## src/rtl/fetch_unit_pkg.sv

```systemverilog
// Shared processor definitions used by the fetch path: FSM states, reset PC
// and the word-address increment helper.
package fetch_unit_pkg;

  localparam logic [31:0] RESET_PC_DEFAULT = 32'h0000_0000;

  typedef enum logic [1:0] {
    IDLE = 2'd0,
    REQ  = 2'd1,
    RESP = 2'd2
  } fetch_state_t;

  // Word addressing: the next sequential fetch is one word on, wrapping at 2^32.
  function automatic logic [31:0] pc_next(input logic [31:0] pc);
    return pc + 32'd1;
  endfunction

endpackage

```

## src/rtl/fetch_fifo.sv

```systemverilog
// Small power-of-two FIFO holding fetched {pc, instr} pairs; a synchronous
// flush empties it and takes priority over a simultaneous push.
module fetch_fifo #(
  parameter int WIDTH = 64,
  parameter int DEPTH = 2
) (
  input  logic                       clk,
  input  logic                       rst_n,
  input  logic                       flush,
  input  logic                       push,
  input  logic [WIDTH-1:0]           push_data,
  input  logic                       pop,
  output logic [WIDTH-1:0]           head_data,
  output logic                       empty,
  output logic [$clog2(DEPTH):0]     count
);

  localparam int AW = $clog2(DEPTH);
  localparam logic [AW:0] DEPTH_C = (AW+1)'(DEPTH);

  logic [WIDTH-1:0] mem_r [DEPTH];
  logic [AW-1:0]    wr_ptr_r;
  logic [AW-1:0]    rd_ptr_r;
  logic [AW:0]      count_r;
  logic             do_push_s;
  logic             do_pop_s;

  assign do_pop_s  = pop & (count_r != {(AW+1){1'b0}});
  assign do_push_s = push & ((count_r != DEPTH_C) | do_pop_s);

  // Storage, pointers and occupancy.
  always_ff @(posedge clk or negedge rst_n) begin
    if (!rst_n) begin
      for (int i = 0; i < DEPTH; i++) begin
        mem_r[i] <= {WIDTH{1'b0}};
      end
      wr_ptr_r <= {AW{1'b0}};
      rd_ptr_r <= {AW{1'b0}};
      count_r  <= {(AW+1){1'b0}};
    end else if (flush) begin
      wr_ptr_r <= {AW{1'b0}};
      rd_ptr_r <= {AW{1'b0}};
      count_r  <= {(AW+1){1'b0}};
    end else begin
      if (do_push_s) begin
        mem_r[wr_ptr_r] <= push_data;
        wr_ptr_r        <= wr_ptr_r + AW'(1);
      end
      if (do_pop_s) begin
        rd_ptr_r <= rd_ptr_r + AW'(1);
      end
      case ({do_push_s, do_pop_s})
        2'b10:   count_r <= count_r + (AW+1)'(1);
        2'b01:   count_r <= count_r - (AW+1)'(1);
        default: count_r <= count_r;
      endcase
    end
  end

  assign head_data = mem_r[rd_ptr_r];
  assign empty     = (count_r == {(AW+1){1'b0}});
  assign count     = count_r;

endmodule

```

## src/rtl/fetch_unit.sv

```systemverilog
// Instruction fetch: one outstanding imem request at a time, responses queued
// for decode, redirects flush the queue and drop any in-flight response.
module fetch_unit
  import fetch_unit_pkg::*;
#(
  parameter logic [31:0] RESET_PC  = RESET_PC_DEFAULT,
  parameter int          BUF_DEPTH = 2
) (
  input  logic        clk,
  input  logic        rst_n,
  input  logic        pc_src,
  input  logic [31:0] target_address,
  output logic        imem_req,
  output logic [31:0] imem_addr,
  input  logic        imem_gnt,
  input  logic        imem_rvalid,
  input  logic [31:0] imem_rdata,
  output logic        if_valid,
  output logic [31:0] if_instr,
  output logic [31:0] if_pc,
  input  logic        if_ready
);

  localparam int CW = $clog2(BUF_DEPTH) + 1;
  localparam logic [CW:0] DEPTH_C = (CW+1)'(BUF_DEPTH);

  fetch_state_t state_r, state_nx_s;
  logic [31:0]  pc_r, pc_nx_s;
  logic [31:0]  resp_addr_r, resp_addr_nx_s;
  logic         discard_r, discard_nx_s;
  logic         imem_req_r;

  logic [63:0]   head_s;
  logic          fifo_empty_s;
  logic [CW-1:0] fifo_count_s;
  logic [CW:0]   occ_s;
  logic          outstanding_s;
  logic          room_s;
  logic          push_s;
  logic          pop_s;

  assign outstanding_s = (state_r == RESP);
  assign occ_s         = {1'b0, fifo_count_s} + (CW+1)'(outstanding_s);
  // A redirect empties the buffer at this edge, so room is guaranteed.
  assign room_s        = pc_src | (occ_s < DEPTH_C);
  assign push_s        = outstanding_s & imem_rvalid & ~discard_r & ~pc_src;
  assign pop_s         = ~fifo_empty_s & if_ready;

  // Next-state, fetch PC and discard-flag computation.
  always_comb begin
    state_nx_s     = state_r;
    pc_nx_s        = pc_r;
    resp_addr_nx_s = resp_addr_r;
    discard_nx_s   = discard_r;
    case (state_r)
      IDLE: begin
        if (room_s) begin
          state_nx_s = REQ;
        end else begin
          state_nx_s = IDLE;
        end
      end
      REQ: begin
        if (imem_gnt) begin
          state_nx_s     = RESP;
          resp_addr_nx_s = pc_r;
          pc_nx_s        = pc_next(pc_r);
          discard_nx_s   = 1'b0;
        end else begin
          state_nx_s = REQ;
        end
      end
      RESP: begin
        if (imem_rvalid) begin
          discard_nx_s = 1'b0;
          state_nx_s   = room_s ? REQ : IDLE;
        end else begin
          state_nx_s = RESP;
        end
      end
      default: begin
        state_nx_s = IDLE;
      end
    endcase
    // Redirect: any response still owed to us (incl. one granted now) is stale.
    if (pc_src) begin
      pc_nx_s = target_address;
      if (((state_r == REQ) && imem_gnt) || ((state_r == RESP) && !imem_rvalid)) begin
        discard_nx_s = 1'b1;
      end else begin
        discard_nx_s = discard_nx_s;
      end
    end else begin
      pc_nx_s = pc_nx_s;
    end
  end

  // Fetch state registers and registered request strobe.
  always_ff @(posedge clk or negedge rst_n) begin
    if (!rst_n) begin
      state_r     <= IDLE;
      pc_r        <= RESET_PC;
      resp_addr_r <= 32'h0000_0000;
      discard_r   <= 1'b0;
      imem_req_r  <= 1'b0;
    end else begin
      state_r     <= state_nx_s;
      pc_r        <= pc_nx_s;
      resp_addr_r <= resp_addr_nx_s;
      discard_r   <= discard_nx_s;
      imem_req_r  <= (state_nx_s == REQ);
    end
  end

  fetch_fifo #(
    .WIDTH (64),
    .DEPTH (BUF_DEPTH)
  ) u_fifo (
    .clk       (clk),
    .rst_n     (rst_n),
    .flush     (pc_src),
    .push      (push_s),
    .push_data ({resp_addr_r, imem_rdata}),
    .pop       (pop_s),
    .head_data (head_s),
    .empty     (fifo_empty_s),
    .count     (fifo_count_s)
  );

  assign imem_req  = imem_req_r;
  assign imem_addr = pc_r;
  assign if_valid  = ~fifo_empty_s;
  assign if_pc     = head_s[63:32];
  assign if_instr  = head_s[31:0];

endmodule

```

## config.mk

```make
export PLATFORM = sky130hd
export DESIGN_NAME = fetch_unit
export DESIGN_NICKNAME = d
export VERILOG_FILES = /design/src/rtl/fetch_unit_pkg.sv /design/src/rtl/fetch_fifo.sv /design/src/rtl/fetch_unit.sv
export SDC_FILE = /design/constraint.sdc
export NUM_CORES = 1
export LEC_CHECK = 0
export BUFFER_PORTS_ARGS = -buffer_cell sky130_fd_sc_hd__buf_2
export CORE_MARGIN = 2
export CORE_UTILIZATION = 60
export CTS_CLUSTER_SIZE = 10
export DETAILED_ROUTE_END_ITERATION = 10
export PLACE_DENSITY_LB_ADDON = 0.08
export SLEW_MARGIN = 0
export SYNTH_ARGS = -nofsm -noshare
export SYNTH_HDL_FRONTEND = slang
export SYNTH_HIERARCHICAL = 1
export SYNTH_SLANG_ARGS = --single-unit
```

## constraint.sdc

```tcl
create_clock -name clk -period 7.15 [get_ports clk]
set_input_delay 1.0725 -clock clk [delete_from_list [all_inputs] [get_ports clk]]
set_output_delay 1.0725 -clock clk [all_outputs]
set_load 0.02 [all_outputs]
```

==> summary.md <==
| Metric | Value |
|---|---|
| Status | finished clean |
| EDFF count, synth | 0 |
| Master of the slowest instance on the critical path | nor3b_1 |
| IO Count | 168 |
| Post_cts resized | 0 |
| Syn-to-layout area delta | 16.6% |
| RSZ-0062 raised after global routing | false |
| Internal | 2570 uW |
| Switching Share | 30.8% |
| Slew @ Worst Pin | 1020 ps |
| Worst Path Buf+Inv | 2 |
| Logic gate share of total power | 29.2% |
| Max VDD drop | 0.000227 V |
| Worst slew margin | 32.3% |
| Tcrit/Tclk final | 50.6% |
| Root Driver | clkbuf_16 |
| Max-slew violation count | 0 |
| Syn_nets | 777 |
| Vias in the first global route | 6416 |
| Initial antenna violation count | 1 |
| Routed Antenna Nets | 0 |
| Clk_lat worst skew | 430 ps |
| Share of cells above drive strength 1 | 49.8% |
| Clock Sinks | 200 |
| Top Family by Delay on Critical Path | simple AND/OR/NAND/NOR gates |
| Final Hold Violating Endpoints | 0 |
| Via density per instance | 5.95 |
| Critical path required time | 7470 ps |
| Crit Path Max Fanout | 43 |
| Dominant synthesized flop cell | dfrtp_1 |
| Net switching power | 1140 uW |
| First-pass GRT wire length | 32400 um |
| Min-delay src | u_fifo/mem_r[57] |
| Pleak | 0.00542 uW |
| Synth unique cells | 49 |
| Num CTS Buffers | 17 |
| Ys async rst share | 100% |
| Antenna fix cells | 0 |
| Placer Congestion | 0.806 |
| IO buf count | 167 |
| Avg Cell Area, Syn | 13.3 um^2 |
| Leading area contributor after synthesis | dfrtp_1 |
| Hold Crit Depth | 1 |
| Die extent in y | 129 um |
| Layout Skew | 10.3 ps |
| GRT Total Usage | 25.0% |
| Synth area leaders | dfrtp_1 54%, mux2_2 21%, mux2_4 7.9%, nand2_1 1.7%, o31ai_1 1.2% |
| Critical path launch point | pc_src |
| Initial Util | 61.4% |
| Post-CTS setup buffers | 0 |
| Mapped Area | 0.00934 mm^2 |
| Min-Delay Path Class | reg -> reg |
| YS warnings | 6 |
| Reg-to-reg critical path startpoint | state_r[0] |
| Peak Freq | 276 MHz |
| R2R Setup Slk | 3800 ps |
| Crit path launch type | input port |
| Critical path class | in -> reg |
| Die area | 0.0166 mm^2 |
| WHS Endpoint | u_fifo/mem_r[57] |
| Cells after Synth | 702 |
| Crit path capture type | flip-flop |
| Synth top cells by count | 200 x dfrtp_1, 170 x mux2_2, 49 x mux2_4 |
| Hold-fix buffers at CTS | 0 |
| DP HPWL | 13200 um |
| Vias post-DR | 6281 |
| Fin nets | 930 |
| Sequence of cells on the critical path | buf_2 -> nor3b_1 -> or4b_4 -> buf_4 -> mux2_4 |
| DRC Markers | 0 |
| Critical Path Max Stage Delay | 830 ps |
| Minimum clock period | 3620 ps |
| Clock power frac | 27.5% |
| Max H-tree Level | 4 |
| Seq/Total Area, Yosys | 53.6% |
| CTS tree | yes |
| Part of the power in registers | 43.3% |
| Pre-antenna DRT Iters | 5 |
| Number of synthesized register bits | 200 |
| Routed WL per cell | 18.9 um |
| Max-Cap Viols | 0 |
| Core Region | 0.0152 mm^2 |
| Largest net degree at the start of global routing | 119 |
| Setup violations, final | 0 |
| R2R depth | 7 |
| Die X | 129 um |
| DRT Wirelength | 20000 um |
| R2R Path End | u_fifo/mem_r[66] |
| Top-count cell post-synth | dfrtp_1 |
| Iter 0 DRT Violations | 377 |
| Clock-pin slew on the worst setup and hold paths | 70 ps |
| # fillers | 1041 |
| Pwr Total | 3720 uW |
| Number of core rows | 45 |
| Bufs on Longest Clock Path | 2 |
| Setup TNS | 0 ps |
| Post-synth top area share | 53.6% |
| Global route overflow | 0 |
| Data arrival, critical path | 3940 ps |
| Power Density | 342 mW/mm^2 |
[worst max path at each step]
stage	depth (start not counted)	end	slack (ps)
floorplan	8	u_fifo/mem_r[100]	4060
global placement	5	u_fifo/mem_r[115]	3250
detailed placement	5	u_fifo/mem_r[113]	3110
CTS	5	u_fifo/mem_r[117]	3570
global route	5	u_fifo/mem_r[117]	3400
finish	5	u_fifo/mem_r[66]	3530
[stage by stage]
stage	utilization, %	hold WS (ps)	setup WS [ps]	area (um^2)	cells
after global placement	67.5	476	3250	10300	1024
after floorplan	-	451	4060	9340	702
final	71.6	501	3530	10900	1056
after CTS	71.6	505	3570	10900	1056
after detailed placement	67.5	490	3110	10300	1024
after global routing	71.6	516	3400	10900	1056
[layer usage]
| metal | vias up | routed length (um) | GRT usage (%) |
|---|---|---|---|
| met3 | 26 | 1060 | 6.03 |
| met2 | 178 | 9720 | 40.6 |
| li1 | 2879 | - | - |
| met1 | 3196 | 8890 | 33.4 |
| met4 | 2 | 302 | 8.12 |
| met5 | - | 13 | 0 |
[cell type report]
cell class	instances	area, um^2	share of cell area, %
tap	188	235	2.16
clock buffer	22	464	4.26
sequential	200	5010	46.0
clock inverter	10	166	1.53
inverter	10	37.5	0.345
timing repair buffer	172	882	8.10
multi-input combinational	454	4100	37.6
[worst register-to-register path, stage by stage, from the launching register on]
cell,delay [ps]
dfrtp_1,410
inv_1,90
ha_1,180
and2_1,150
nor3b_1,720
or4b_4,810
buf_4,470
mux2_4,420
[power groups by stage]
stage | clock [uW] | sequential (uW) | combinational [uW]
after floorplan | 0 | 1580 | 788
after global placement | 0 | 1600 | 1070
after detailed placement | 0 | 1620 | 1100
after CTS | 1040 | 1610 | 1100
after global routing | 1090 | 1650 | 1170
final | 1020 | 1610 | 1090
[cells by family after synthesis]
family	share of synthesized area [%]
flip-flops	53.6
XOR/XNOR	1.13
AND/OR/NAND/NOR	8.97
buffers and inverters	2.61
AO/OA/AOI/OAI	4.53
adder cells (fa/ha/maj)	0.670
multiplexers	28.5
[cell usage in the layout, fill, tap and decap left out, drive strengths merged, types with 14 or more instances in the layout]
cell,n
mux2,219
dfrtp,200
buf,171
nand2,42
clkbuf,23
nor2,22
o21ai,21
a31oi,17
o31ai,15
or4,14
[state kept, by name (all words and copies together), names as in the netlist]
name	flops
discard_r	1
imem_addr	32
imem_req	1
resp_addr_r	32
state_r	2
u_fifo/count	2
u_fifo/mem_r	128
u_fifo/rd_ptr_r	1
u_fifo/wr_ptr_r	1
No activity file was read; power rests on OpenSTA's default activity.
